**src/rtl/mips_boot_pkg.sv**
```systemverilog
// Shared types and constants for the mips_32 boot/run sequencer.
package mips_boot_pkg;

    typedef enum logic [2:0] {
        IDLE,
        REG_INIT,
        LOAD,
        RELEASE,
        RUN,
        DONE
    } boot_state_t;

    localparam int REG_COUNT = 32;
    localparam int WORD_W    = 32;

    // Opcode of the HLT instruction; benches append it to program images.
    localparam logic [WORD_W-1:0] HALT_OPCODE = 32'hFC000000;

endpackage

```
**src/rtl/mips_run_watchdog.sv**
```systemverilog
// RUN-phase cycle counter with a timeout compare against MAX_RUN_CYCLES.
module mips_run_watchdog #(
    parameter int MAX_RUN_CYCLES = 1000
) (
    input  logic        clk1,
    input  logic        rst,
    input  logic        clear,
    input  logic        enable,
    output logic [31:0] count,
    output logic        expired
);

    // Count every enabled cycle; clear wins so a new boot starts from zero.
    always_ff @(posedge clk1 or posedge rst) begin
        if (rst)
            count <= '0;
        else if (clear)
            count <= '0;
        else if (enable)
            count <= count + 32'd1;
    end

    // Expires during the last permitted cycle so the FSM leaves RUN at its end.
    assign expired = enable && (count == 32'(MAX_RUN_CYCLES - 1));

endmodule

```
**src/rtl/mips_boot_ctrl.sv**
```systemverilog
// Boot and run sequencer for the two-phase mips_32 core: register-file
// init, program streaming into memory, PC load, release and supervision.
// Optional macro MIPS_BOOT_CHECKSUM_EN adds an XOR check of the image.
module mips_boot_ctrl
    import mips_boot_pkg::*;
#(
    parameter int          ADDR_W         = 10,
    parameter logic [31:0] RESET_PC       = 32'h0,
    parameter int          MAX_RUN_CYCLES = 1000
) (
    input  logic              clk1,
    input  logic              rst,
    input  logic              start,
    input  logic              s_valid,
    output logic              s_ready,
    input  logic [31:0]       s_data,
    input  logic              s_last,
    output logic              mem_we,
    output logic [ADDR_W-1:0] mem_addr,
    output logic [31:0]       mem_wdata,
    output logic              reg_we,
    output logic [4:0]        reg_addr,
    output logic [31:0]       reg_wdata,
    output logic              core_pc_load,
    output logic [31:0]       core_pc_value,
    output logic              core_run,
    input  logic              core_halted,
    output logic              busy,
    output logic              done,
    output logic [ADDR_W:0]   words_loaded,
    output logic [31:0]       run_cycles,
    output logic              err_overflow,
    output logic              err_timeout,
    output logic              err_checksum,
    input  logic [31:0]       exp_checksum
);

    localparam int              MEM_DEPTH = 2 ** ADDR_W;
    localparam logic [ADDR_W:0] LAST_ADDR = (ADDR_W + 1)'(MEM_DEPTH - 1);

    boot_state_t state, next_state;
    logic [4:0]  init_idx;
    logic        load_end;   // final LOAD cycle: last write in flight, no more beats
    logic        beat;
    logic        start_ok;
    logic        wd_expired;

    assign start_ok = start && (state == IDLE || state == DONE);
    assign s_ready  = (state == LOAD) && !load_end;
    assign beat     = s_valid && s_ready;

    // State-decoded outputs; they follow the state register directly.
    assign busy          = (state != IDLE) && (state != DONE);
    assign done          = (state == DONE);
    assign core_run      = (state == RUN);
    assign core_pc_load  = (state == RELEASE);
    assign core_pc_value = core_pc_load ? RESET_PC : '0;
    assign reg_we        = (state == REG_INIT);
    assign reg_addr      = reg_we ? init_idx : '0;
    assign reg_wdata     = reg_we ? {27'd0, init_idx} : '0;

    mips_run_watchdog #(
        .MAX_RUN_CYCLES(MAX_RUN_CYCLES)
    ) u_wdog (
        .clk1   (clk1),
        .rst    (rst),
        .clear  (start_ok),
        .enable (core_run),
        .count  (run_cycles),
        .expired(wd_expired)
    );

    // State register.
    always_ff @(posedge clk1 or posedge rst) begin
        if (rst)
            state <= IDLE;
        else
            state <= next_state;
    end

    // Next-state logic; an error raised during LOAD bypasses the core release.
    always_comb begin
        next_state = state;
        case (state)
            IDLE, DONE: if (start) next_state = REG_INIT;
            REG_INIT:   if (init_idx == 5'(REG_COUNT - 1)) next_state = LOAD;
            LOAD:       if (load_end)
                            next_state = (err_overflow || err_checksum) ? DONE : RELEASE;
            RELEASE:    next_state = RUN;
            RUN:        if (core_halted || wd_expired) next_state = DONE;
            default:    next_state = IDLE;
        endcase
    end

    // Register-init index, memory write port, word counter and error flags.
    always_ff @(posedge clk1 or posedge rst) begin
        if (rst) begin
            init_idx     <= '0;
            load_end     <= 1'b0;
            mem_we       <= 1'b0;
            mem_addr     <= '0;
            mem_wdata    <= '0;
            words_loaded <= '0;
            err_overflow <= 1'b0;
            err_timeout  <= 1'b0;
        end else begin
            mem_we <= 1'b0;
            if (start_ok) begin
                init_idx     <= '0;
                load_end     <= 1'b0;
                words_loaded <= '0;
                err_overflow <= 1'b0;
                err_timeout  <= 1'b0;
            end
            if (state == REG_INIT)
                init_idx <= init_idx + 5'd1;
            if (beat) begin
                mem_we       <= 1'b1;
                mem_addr     <= words_loaded[ADDR_W-1:0];
                mem_wdata    <= s_data;
                words_loaded <= words_loaded + 1'b1;
                if (s_last) begin
                    load_end <= 1'b1;
                end else if (words_loaded == LAST_ADDR) begin
                    load_end     <= 1'b1;
                    err_overflow <= 1'b1;
                end
            end
            if (core_run && wd_expired && !core_halted)
                err_timeout <= 1'b1;
        end
    end

`ifdef MIPS_BOOT_CHECKSUM_EN
    logic [WORD_W-1:0] csum;

    // Running XOR of accepted words, compared with exp_checksum on the last beat.
    always_ff @(posedge clk1 or posedge rst) begin
        if (rst) begin
            csum         <= '0;
            err_checksum <= 1'b0;
        end else if (start_ok) begin
            csum         <= '0;
            err_checksum <= 1'b0;
        end else if (beat) begin
            csum <= csum ^ s_data;
            if (s_last && ((csum ^ s_data) != exp_checksum))
                err_checksum <= 1'b1;
        end
    end
`else
    logic unused_exp_checksum;
    assign unused_exp_checksum = ^exp_checksum;
    assign err_checksum        = 1'b0;
`endif

endmodule

```
**config.mk**
```make
export PLATFORM = sky130hd
export DESIGN_NAME = mips_boot_ctrl
export DESIGN_NICKNAME = d
export VERILOG_FILES = /design/src/rtl/mips_boot_pkg.sv /design/src/rtl/mips_run_watchdog.sv /design/src/rtl/mips_boot_ctrl.sv
export SDC_FILE = /design/constraint.sdc
export NUM_CORES = 1
export LEC_CHECK = 0
export ABC_AREA = 1
export BUFFER_PORTS_ARGS = -buffer_cell sky130_fd_sc_hd__buf_4
export CAP_MARGIN = 20
export CORE_ASPECT_RATIO = 1.4
export CORE_MARGIN = 1.5
export CORE_UTILIZATION = 52
export CTS_CLUSTER_DIAMETER = 100
export DETAILED_ROUTE_END_ITERATION = 8
export PLACE_DENSITY = 0.86
export SETUP_SLACK_MARGIN = 0.02
export SLEW_MARGIN = 5
export SYNTH_ARGS = -nofsm -noshare
export SYNTH_HDL_FRONTEND = slang
export SYNTH_SLANG_ARGS = --single-unit
export TNS_END_PERCENT = 20
```
**constraint.sdc**
```tcl
create_clock -name clk1 -period 4.4 [get_ports clk1]
set_clock_uncertainty 0.2 [all_clocks]
set_input_delay 0.22 -clock clk1 [delete_from_list [all_inputs] [get_ports clk1]]
set_output_delay 0.22 -clock clk1 [all_outputs]
set_load 0.03 [all_outputs]
```
==> metrics, run 1 <==
Avg WL per Cell=around 14 um; Ports=between 200 and 250; min-delay src=start; RePlAce Congestion=roughly 0.95; Syn Inst Count=737; met2 Use GR=46.74%; Max-cap violations=0; Layout area overhead=28.13%; most frequent cells in the layout=247 x nand2_1, 144 x buf_4, 97 x dfrtp_1; Crit. Startpoint=state[2]$_DFFE_PP0P_; Final Max Slew Viols=0; Avg Inst Size Synth=7.466 um^2; startpoint types=flip-flop; via count=roughly 5,200; hold buffer count at cts=35; commonest non-fill, non-tap cell in the layout=nand2_1; final setup violating endpoints=0; register area=approximately 2400 um^2; worst vdd ir=between 0.4 and 0.5 mV; maximum clock frequency=approximately 0.4 GHz; met3 usage=under 10%; count of cell types in the netlist=38; # port buffers=approximately 140; initial drt markers=around 330; DRT antenna net count=0; PwrDens=526.8 nW/um^2; Worst-path clk slew=approximately 0.07 ns; Leak=roughly 3.6 nW; CTS tree=yes; Die Area=approximately 11,000 um^2; CTS root buf=clkbuf_16; layer with the highest usage=met2; post-CTS sizing=0; # placed instances=between 900 and 1,000; origin of the critical flop-to-flop path=state[2]$_DFFE_PP0P_; die height=around 120 um; Ys Warns=0; number of synthesized register bits=97; hpwl dp=approximately 9.6 mm; CP endpoint kind=flip-flop; crit path max fanout=11; total grt overflow=0; Fillers=around 800; fraction of registers with async set or reset after synthesis=between 90% and 100%; post-route insts no fill=between 1,000 and 1,500; core box area=10,350 um^2; initial antenna violation count=0; Final period util=58.30%; Final TNS setup=0 ns; Post-synth EDFFs=0; clock tree buffer depth=2; RSZ-0062 raised after global routing=false; vias in the first global route=~5,000; Die Width=89.94 um; HP Class=in -> reg; footprint of the multi-input gates=about 2400 um^2; Worst EP arrival=roughly 2.6 ns; post-synthesis cell area=between 5000 and 6000 um^2; cts bufs inserted=9; Slew headroom=between 30% and 40%; fraction of layout instances using a drive strength above 1=around a fifth; status=complete, no violations; number of setup buffers added after CTS=0; Via-to-Cell Ratio=about 5.0; Post-synth top flop=dfrtp_1; met1 global-route usage=approximately 30%; slew of the pin with the lowest slew margin=about 1.0 ns; Worst Setup Path Type=reg -> reg; first-pass GRT wire length=between 20 and 25 mm; drt pass-1 iters=5; crit path time final=between 2 and 3 ns; total clock sinks=97; Worst-Skew Late Latency=between 0.3 and 0.4 ns; DRC viols=0; Seq/Total Area, Yosys=between 40% and 50%; number of diodes=0; htree depth=3; largest net degree at the start of global routing=70; Hold Violations, Final=0; gr usage total=between 20% and 30%; total wire length=approximately 15 mm; # nets final=979; Rows=44; CP Data Required Time=4.42 ns; Starting Density=about 53%
path summary, 6_finish.rpt:
path / to / cells past startpoint / slack (ns)
setup / recovery: u_wdog.count[23]$_DFFE_PP0P_ / 7 / 1.83
hold / removal: state[1]$_DFFE_PP0P_ / 5 / 0.12
setup reg to reg: u_wdog.count[23]$_DFFE_PP0P_ / 7 / 1.83
hold reg to reg: mem_addr[9]$_DFFE_PP0P_ / 2 / 0.29
max in group asynchronous: mem_addr[0]$_DFFE_PP0P_ / 4 / 2.66
min in group asynchronous: mem_wdata[4]$_DFFE_PP0P_ / 3 / 0.42
per-layer routing:
metal	wire length, um	share of wire (%)	vias up
li1	-	-	2517
met1	5549	37	2418
met2	7714	51	264
met3	1115	7.4	49
met4	605	4.0	0
met5	0	0	-
Yosys cell counts (2+ instances only):
| library cell | number | share of area [%] |
|---|---|---|
| o22ai_1 | 4 | 0.45 |
| dfrtp_1 | 97 | 44 |
| nor2_1 | 88 | 6.0 |
| nand2_1 | 247 | 17 |
| nand3_1 | 38 | 3.5 |
| nor3_1 | 9 | 0.82 |
| o21a_1 | 2 | 0.27 |
| nand2_2 | 5 | 0.57 |
| inv_2 | 3 | 0.20 |
| nor2_2 | 11 | 1.3 |
| buf_4 | 67 | 9.1 |
| ha_1 | 4 | 0.91 |
| buf_6 | 4 | 0.82 |
| nand2_4 | 4 | 0.82 |
| nor3b_1 | 2 | 0.27 |
| xor2_1 | 4 | 0.64 |
| o21ai_1 | 11 | 1.0 |
| o21ai_0 | 29 | 2.6 |
| buf_2 | 10 | 0.91 |
| nand4_1 | 6 | 0.68 |
| inv_1 | 63 | 4.3 |
| a21oi_1 | 13 | 1.2 |
metrics by stage:
stage | setup WS, ns | total power [W] | util, % | area [um^2] | hold slack, ns
floorplan | 1.446 | 0.002352 | - | 5724 | 0.1112
global placement | 1.917 | 0.002762 | 61.67 | 6382 | 0.2135
detailed placement | 1.878 | 0.002793 | 61.67 | 6382 | 0.2176
CTS | 1.878 | 0.003663 | 68.12 | 7051 | 0.1153
global route | 1.566 | 0.003909 | 68.12 | 7051 | 0.1458
finish | 1.835 | 0.003714 | 68.12 | 7051 | 0.1229
cell type report:
cell class	count	area share [%]
inverters	67	3.602
flip-flops and latches	97	34.43
well taps	138	2.449
clock buffers	9	3.194
clock inverters	6	1.313
repair buffers	179	20.30
multi-input cells	551	34.71
critical path, cell delays in order, from the launching register on:
cell and delay [ns]:
dfrtp_1 0.55, nand2_4 0.11, nor2_1 0.77, nand3_1 0.18, nor2_2 0.29, nand2_2 0.12, o21ai_0 0.16, nor2_1 0.07
power breakdown:
part	switching [W]	leakage [nW]	total, W	internal (W)
sequential	0.000164	1.29	0.00127	0.00111
clock	0.000353	0.153	0.000853	0.000499
combinational	0.00109	2.12	0.00159	0.000502
total	0.00161	3.56	0.00371	0.00211
cell families after synthesis:
logic type,share of synthesized area (%)
flip-flops,44.11
other,0.06815
AND/OR/NAND/NOR,31.92
buffers and inverters,15.44
AO/OA/AOI/OAI,6.912
adder cells (fa/ha/maj),0.9095
XOR/XNOR,0.6366
state kept, by name, summed over array words and instances, names as in the netlist:
| signal | count |
|---|---|
| mem_wdata | 32 |
| u_wdog.count | 32 |
| words_loaded | 11 |
| mem_addr | 10 |
| init_idx | 5 |
| state | 3 |
| err_overflow | 1 |
| err_timeout | 1 |
| load_end | 1 |
| mem_we | 1 |
Note: power is estimated with default switching activity, not from simulation.
==> run 2, diff against run 1 <==
CORE_UTILIZATION = 49   (was 52)
PLACE_DENSITY = 0.82   (was 0.86)
clock period = 2.5 ns   (was 4.4 ns; I/O delays follow)
==> metrics, run 2 (synthesis gave the netlist of run 1 again) <==
status=complete, no violations; Psw=0.002771 W (+73%); DRC viols=0 (unchanged); Worst-Skew Late Latency=0.34 ns (about the same); RSZ-0062 raised after global routing=false; footprint of the multi-input gates=2447 um^2 (unchanged); initial antenna violation count=0 (unchanged); CP Data Required Time=2.52 ns (-1.90 ns); Comb power frac=43.5% (+0.7 points); Leak=3.567 nW (about the same); slew of the pin with the lowest slew margin=0.5996 ns (-0.4000 ns); max incr delay on CP=0.48 ns (-0.29 ns); Worst EP arrival=2.14 ns (-0.45 ns); Final TNS setup=0 ns (unchanged); layer with the highest usage=met2; htree depth=3 (unchanged); CP bufs+invs=2 (+2); startpoint types=flip-flop; Final period util=84.51% (+26 points); DRT antenna net count=0 (unchanged); final setup violating endpoints=0 (unchanged); total grt overflow=0 (unchanged); Ports=234 (unchanged); Max-cap violations=0 (unchanged); Die Width=92.57 um (+2.9%); total wire length=14.03 mm (-6.4%); number of diodes=0 (unchanged); CP endpoint kind=flip-flop; number of setup buffers added after CTS=0 (unchanged); Layout area overhead=28.72%; Clock power frac=21.8% (-1.2 points); Worst-path clk slew=0.07 ns (about the same); RePlAce Congestion=0.9432 (-0.75%); commonest non-fill, non-tap cell in the layout=nand2_1; critical-path cell list=nor2_2, nand2_1, nor2_2, nand2_2, clkinv_1, buf_12, a22oi_1, nand2_1; die height=128.4 um (+2.9%); # nets final=982 (+0.31%); Reg power frac=34.6% (+0.4 points); Worst Setup Path Type=reg -> reg; sw frac=43.19% (about the same); Final Max Slew Viols=0 (unchanged); register area=2427 um^2 (unchanged); core box area=10,870 um^2 (+5.0%); Hold Violations, Final=0 (unchanged); Slew headroom=59.78% (+27 points); Die Area=11,880 um^2 (+6.0%); Crit-path slowest cell=clkinv_1; clock tree buffer depth=2 (unchanged); largest net degree at the start of global routing=98 (+40%); CP top delay family=buffers and inverters; PwrDens=905.8 nW/um^2 (+72%); via count=5,124 (-2.4%); Via-to-Cell Ratio=4.861 (-3.0%); gr usage total=24.39% (-2.4 points); HP Class=in -> reg; Int Pwr=0.003644 W (+73%); # placed instances=1,003 (+0.60%); vias in the first global route=4,797 (-2.8%); fraction of layout instances using a drive strength above 1=20.92% (+0.13 points); worst vdd ir=0.6917 mV (+50%); met1 global-route usage=28.36% (-1.7 points); CTS tree=yes; crit path max fanout=25 (+14); met2 Use GR=43.08% (-3.7 points); WHS=0.03263 ns (-0.09023 ns); hpwl dp=9.641 mm (+0.84%); most frequent cells in the layout=247 x nand2_1, 145 x buf_4, 97 x dfrtp_1; final design utilization=65.18% (-2.9 points); initial drt markers=196 (-40%); drt pass-1 iters=4 (-1); cts bufs inserted=9 (unchanged); Starting Density=50.64% (-2.5 points); crit path time final=2.113 ns (-0.4527 ns); total clock sinks=97 (unchanged); largest registers=mem_wdata (32), u_wdog.count (32), words_loaded (11); Rows=45 (+2.3%); Avg WL per Cell=13.31 um (-7.0%); post-route insts no fill=1,054 (+0.67%); Fillers=888 (+8.3%); maximum clock frequency=0.4733 GHz (+21%); first-pass GRT wire length=22.85 mm (-5.0%); met3 usage=6.147% (-1.0 points); # port buffers=141 (unchanged); CTS root buf=clkbuf_16
run 2: layout make-up:
class / instances / share of cell area, %
clock buffer: 11 / 3.286
tap: 141 / 2.491
clock inverter: 5 / 0.9186
sequential: 97 / 34.27
inverter: 67 / 3.604
multi-input combinational: 551 / 34.55
timing repair buffer: 182 / 20.88
run 2: tightest hold or removal path, delay by kind of cell:
kind                   cells  cell delay (ns)
AO/OA/AOI/OAI              1             0.10
AND/OR/NAND/NOR            2             0.13
buffers and inverters      2             0.18
run 2: final timing paths:
kind | slack, ns | end | start | cells past startpoint
max | 0.39 | load_end$_DFF_PP0_ | state[0]$_DFFE_PP0P_ | 8
min in group asynchronous | 0.27 | u_wdog.count[4]$_DFFE_PP0P_ | rst | 4
min | 0.03 | state[1]$_DFFE_PP0P_ | start | 5
max in group asynchronous | 1.40 | init_idx[3]$_DFFE_PP0P_ | rst | 4
min reg2reg | 0.28 | mem_wdata[11]$_DFFE_PP0P_ | mem_wdata[11]$_DFFE_PP0P_ | 2
max reg2reg | 0.39 | load_end$_DFF_PP0_ | state[0]$_DFFE_PP0P_ | 8
run 2: layer usage:
layer  up-vias  share of wire (%)  routed length (um)
li1       2519                  -                   -
met1      2343                 39                5432
met2       231                 51                7160
met3        31                7.7                1074
met4         0                2.6                 363
met5         -                  0                   0
run 2: power by group through the flow:
stage / clock (W) / combinational, W / sequential [W]
2_1_floorplan: 0 / 0.00133 / 0.00281
3_3_place_gp: 0 / 0.00269 / 0.00222
3_5_place_dp: 0 / 0.00274 / 0.00221
4_1_cts: 0.00142 / 0.00277 / 0.00221
5_1_grt: 0.00149 / 0.00303 / 0.00226
6_report: 0.00140 / 0.00279 / 0.00222
run 2: stage by stage:
stage               total power (W)  worst slack, ns  cell area (um^2)
finish                     0.006415           0.3874              7083
global route               0.006787           0.2014              7083
CTS                        0.006404           0.3672              7083
detailed placement         0.004954           0.3806              6435
global placement           0.004907           0.4083              6435
floorplan                  0.004141           0.5898              5728
run 2: what timing repair did:
| item | in CTS | in global routing |
|---|---|---|
| hold buffers | 35 | 0 |
| hold endpoints to repair | 135 | 0 |
| gates resized for setup | 0 | 0 |
==> run 3, diff against run 2 <==
clock period = 2.2 ns   (was 2.5 ns; I/O delays follow)
==> metrics, run 3 (synthesis gave the netlist of run 1 again) <==
Worst Setup Path Type=reg -> reg; RePlAce Congestion=0.9233 (-2.1%); core box area=10,870 um^2 (unchanged); maximum clock frequency=0.4916 GHz (+3.9%); total grt overflow=0 (unchanged); total clock sinks=97 (unchanged); Leak=3.577 nW (+0.28%); post-route insts no fill=1,059 (+0.47%); HP Class=in -> reg; drt pass-1 iters=5 (+1); initial drt markers=229 (+17%); Hold Violations, Final=0 (unchanged); status=complete, no violations; hold buffer count at cts=36 (+2.9%); origin of the critical flop-to-flop path=state[2]$_DFFE_PP0P_; post-CTS sizing=0 (unchanged); Die Area=11,880 um^2 (unchanged); htree depth=3 (unchanged); Crit-path slowest cell=clkinv_1; CP bufs+invs=2 (unchanged); most used cell, CP=nand2_1; fraction of layout instances using a drive strength above 1=21.35% (+0.43 points); Via-to-Cell Ratio=4.976 (+2.4%); hpwl dp=9.913 mm (+2.8%); most frequent cells in the layout=247 x nand2_1, 150 x buf_4, 97 x dfrtp_1; number of diodes=0 (unchanged); crit path time final=2.034 ns (-0.07844 ns); critical-path cell list=nor2_2, nand2_1, nor2_2, nand2_2, clkinv_1, buf_4, nand2_1, nand2_1; Die Width=92.57 um (unchanged); # nets final=987 (+0.51%); die height=128.4 um (unchanged); Pwr Total=0.007290 W (+14%); Worst EP arrival=2.06 ns (-0.08 ns); CTS root buf=clkbuf_16; final setup violating endpoints=0 (unchanged); Setup WS pre-CTS=0.2130 ns (-0.1676 ns); Worst-path clk slew=0.07 ns (about the same); total wire length=14.71 mm (+4.8%); Crit. Startpoint=state[2]$_DFFE_PP0P_; CP top delay family=buffers and inverters; largest registers=mem_wdata (32), u_wdog.count (32), words_loaded (11); # placed instances=1,007 (+0.40%); Slew headroom=57.78% (-2.0 points); Worst-Skew Late Latency=0.35 ns (about the same); CP endpoint kind=flip-flop; Rows=45 (unchanged); DRC viols=0 (unchanged); CP Data Required Time=2.23 ns (-0.29 ns); PwrDens=1028 nW/um^2 (+13%); Max-cap violations=0 (unchanged); commonest non-fill, non-tap cell in the layout=nand2_1; slew of the pin with the lowest slew margin=0.6294 ns (+0.02976 ns); worst vdd ir=0.8087 mV (+17%); FF-to-FF path depth=8 (unchanged); Setup WS post-layout=0.1658 ns (-0.2216 ns); clock tree buffer depth=2 (unchanged); stages on the worst setup path=8 (unchanged); largest net degree at the start of global routing=98 (unchanged); startpoint types=flip-flop; R2R setup slack=0.17 ns (-0.22 ns); final design utilization=65.27% (+0.092 points); # port buffers=141 (unchanged); initial antenna violation count=0 (unchanged); Fillers=935 (+5.3%); DRT antenna net count=0 (unchanged); Final Max Slew Viols=0 (unchanged); first-pass GRT wire length=24.04 mm (+5.2%); vias in the first global route=5,157 (+7.5%); number of setup buffers added after CTS=0 (unchanged); CTS tree=yes; Starting Density=50.64% (unchanged); RSZ-0062 raised after global routing=false; end of the worst register-to-register path=mem_wdata[5]$_DFFE_PP0P_; Final TNS setup=0 ns (unchanged); Ports=234 (unchanged); via count=5,270 (+2.8%); Final period util=92.46% (+8.0 points); gr usage total=25.41% (+1.0 points); Layout area overhead=28.90%; Avg WL per Cell=13.89 um (+4.3%); max incr delay on CP=0.51 ns (+0.03 ns); cts bufs inserted=9 (unchanged); crit path capture=mem_wdata[5]$_DFFE_PP0P_; crit path max fanout=20 (-20%)
==> run 3: layer usage <==
layer	track usage [%]	part of all wire, %	up-vias	wire [um]
li1	-	-	2526	-
met1	28.14	37	2469	5378
met2	46.32	53	235	7816
met3	4.374	6.9	40	1008
met4	12.94	3.4	0	506
met5	0	0	-	0
==> run 3: how the worst min path moves through the flow <==
stage          cells past startpoint                        end     from  slack, ns
2_1_floorplan                      1     err_overflow$_DFF_PP0_   s_last      0.001
3_3_place_gp                       2     err_overflow$_DFF_PP0_   s_last       0.10
3_5_place_dp                       2     err_overflow$_DFF_PP0_   s_last       0.10
4_1_cts                            5  mem_wdata[18]$_DFFE_PP0P_  s_valid       0.10
5_1_grt                            5  mem_wdata[18]$_DFFE_PP0P_  s_valid       0.13
6_report                           5    mem_addr[9]$_DFFE_PP0P_  s_valid        0.1
==> run 3: area by class of cell <==
cell class / instances / area, um^2 / share of cell area, %
Clock buffer: 10 / 229.0 / 3.228
Clock inverter: 6 / 51.30 / 0.7232
Inverter: 67 / 255.2 / 3.599
Multi-Input combinational cell: 551 / 2447 / 34.50
Sequential cell: 97 / 2427 / 34.22
Tap cell: 141 / 176.4 / 2.487
Timing Repair Buffer: 187 / 1506 / 21.24
==> run 3: worst min-delay path: cells and delay by family <==
family	cells	cell delay, ns
buffers and inverters	2	0.30
and+or+nand+nor	3	0.19
==> run 3: metrics by stage <==
| stage | hold slack [ns] | instance area, um^2 |
|---|---|---|
| 6_report | 0.09981 | 7093 |
| 5_1_grt | 0.1332 | 7093 |
| 4_1_cts | 0.1023 | 7093 |
| 3_5_place_dp | 0.1047 | 6452 |
| 3_3_place_gp | 0.1026 | 6452 |
| 2_1_floorplan | 0.001227 | 5728 |
==> run 3: power by group <==
part | leakage (nW) | total (W) | switching (W) | internal [W]
combinational | 2.16 | 0.00326 | 0.00220 | 0.00106
clock | 0.128 | 0.00152 | 0.000734 | 0.000784
sequential | 1.29 | 0.00251 | 0.000299 | 0.00221
total | 3.58 | 0.00729 | 0.00324 | 0.00405
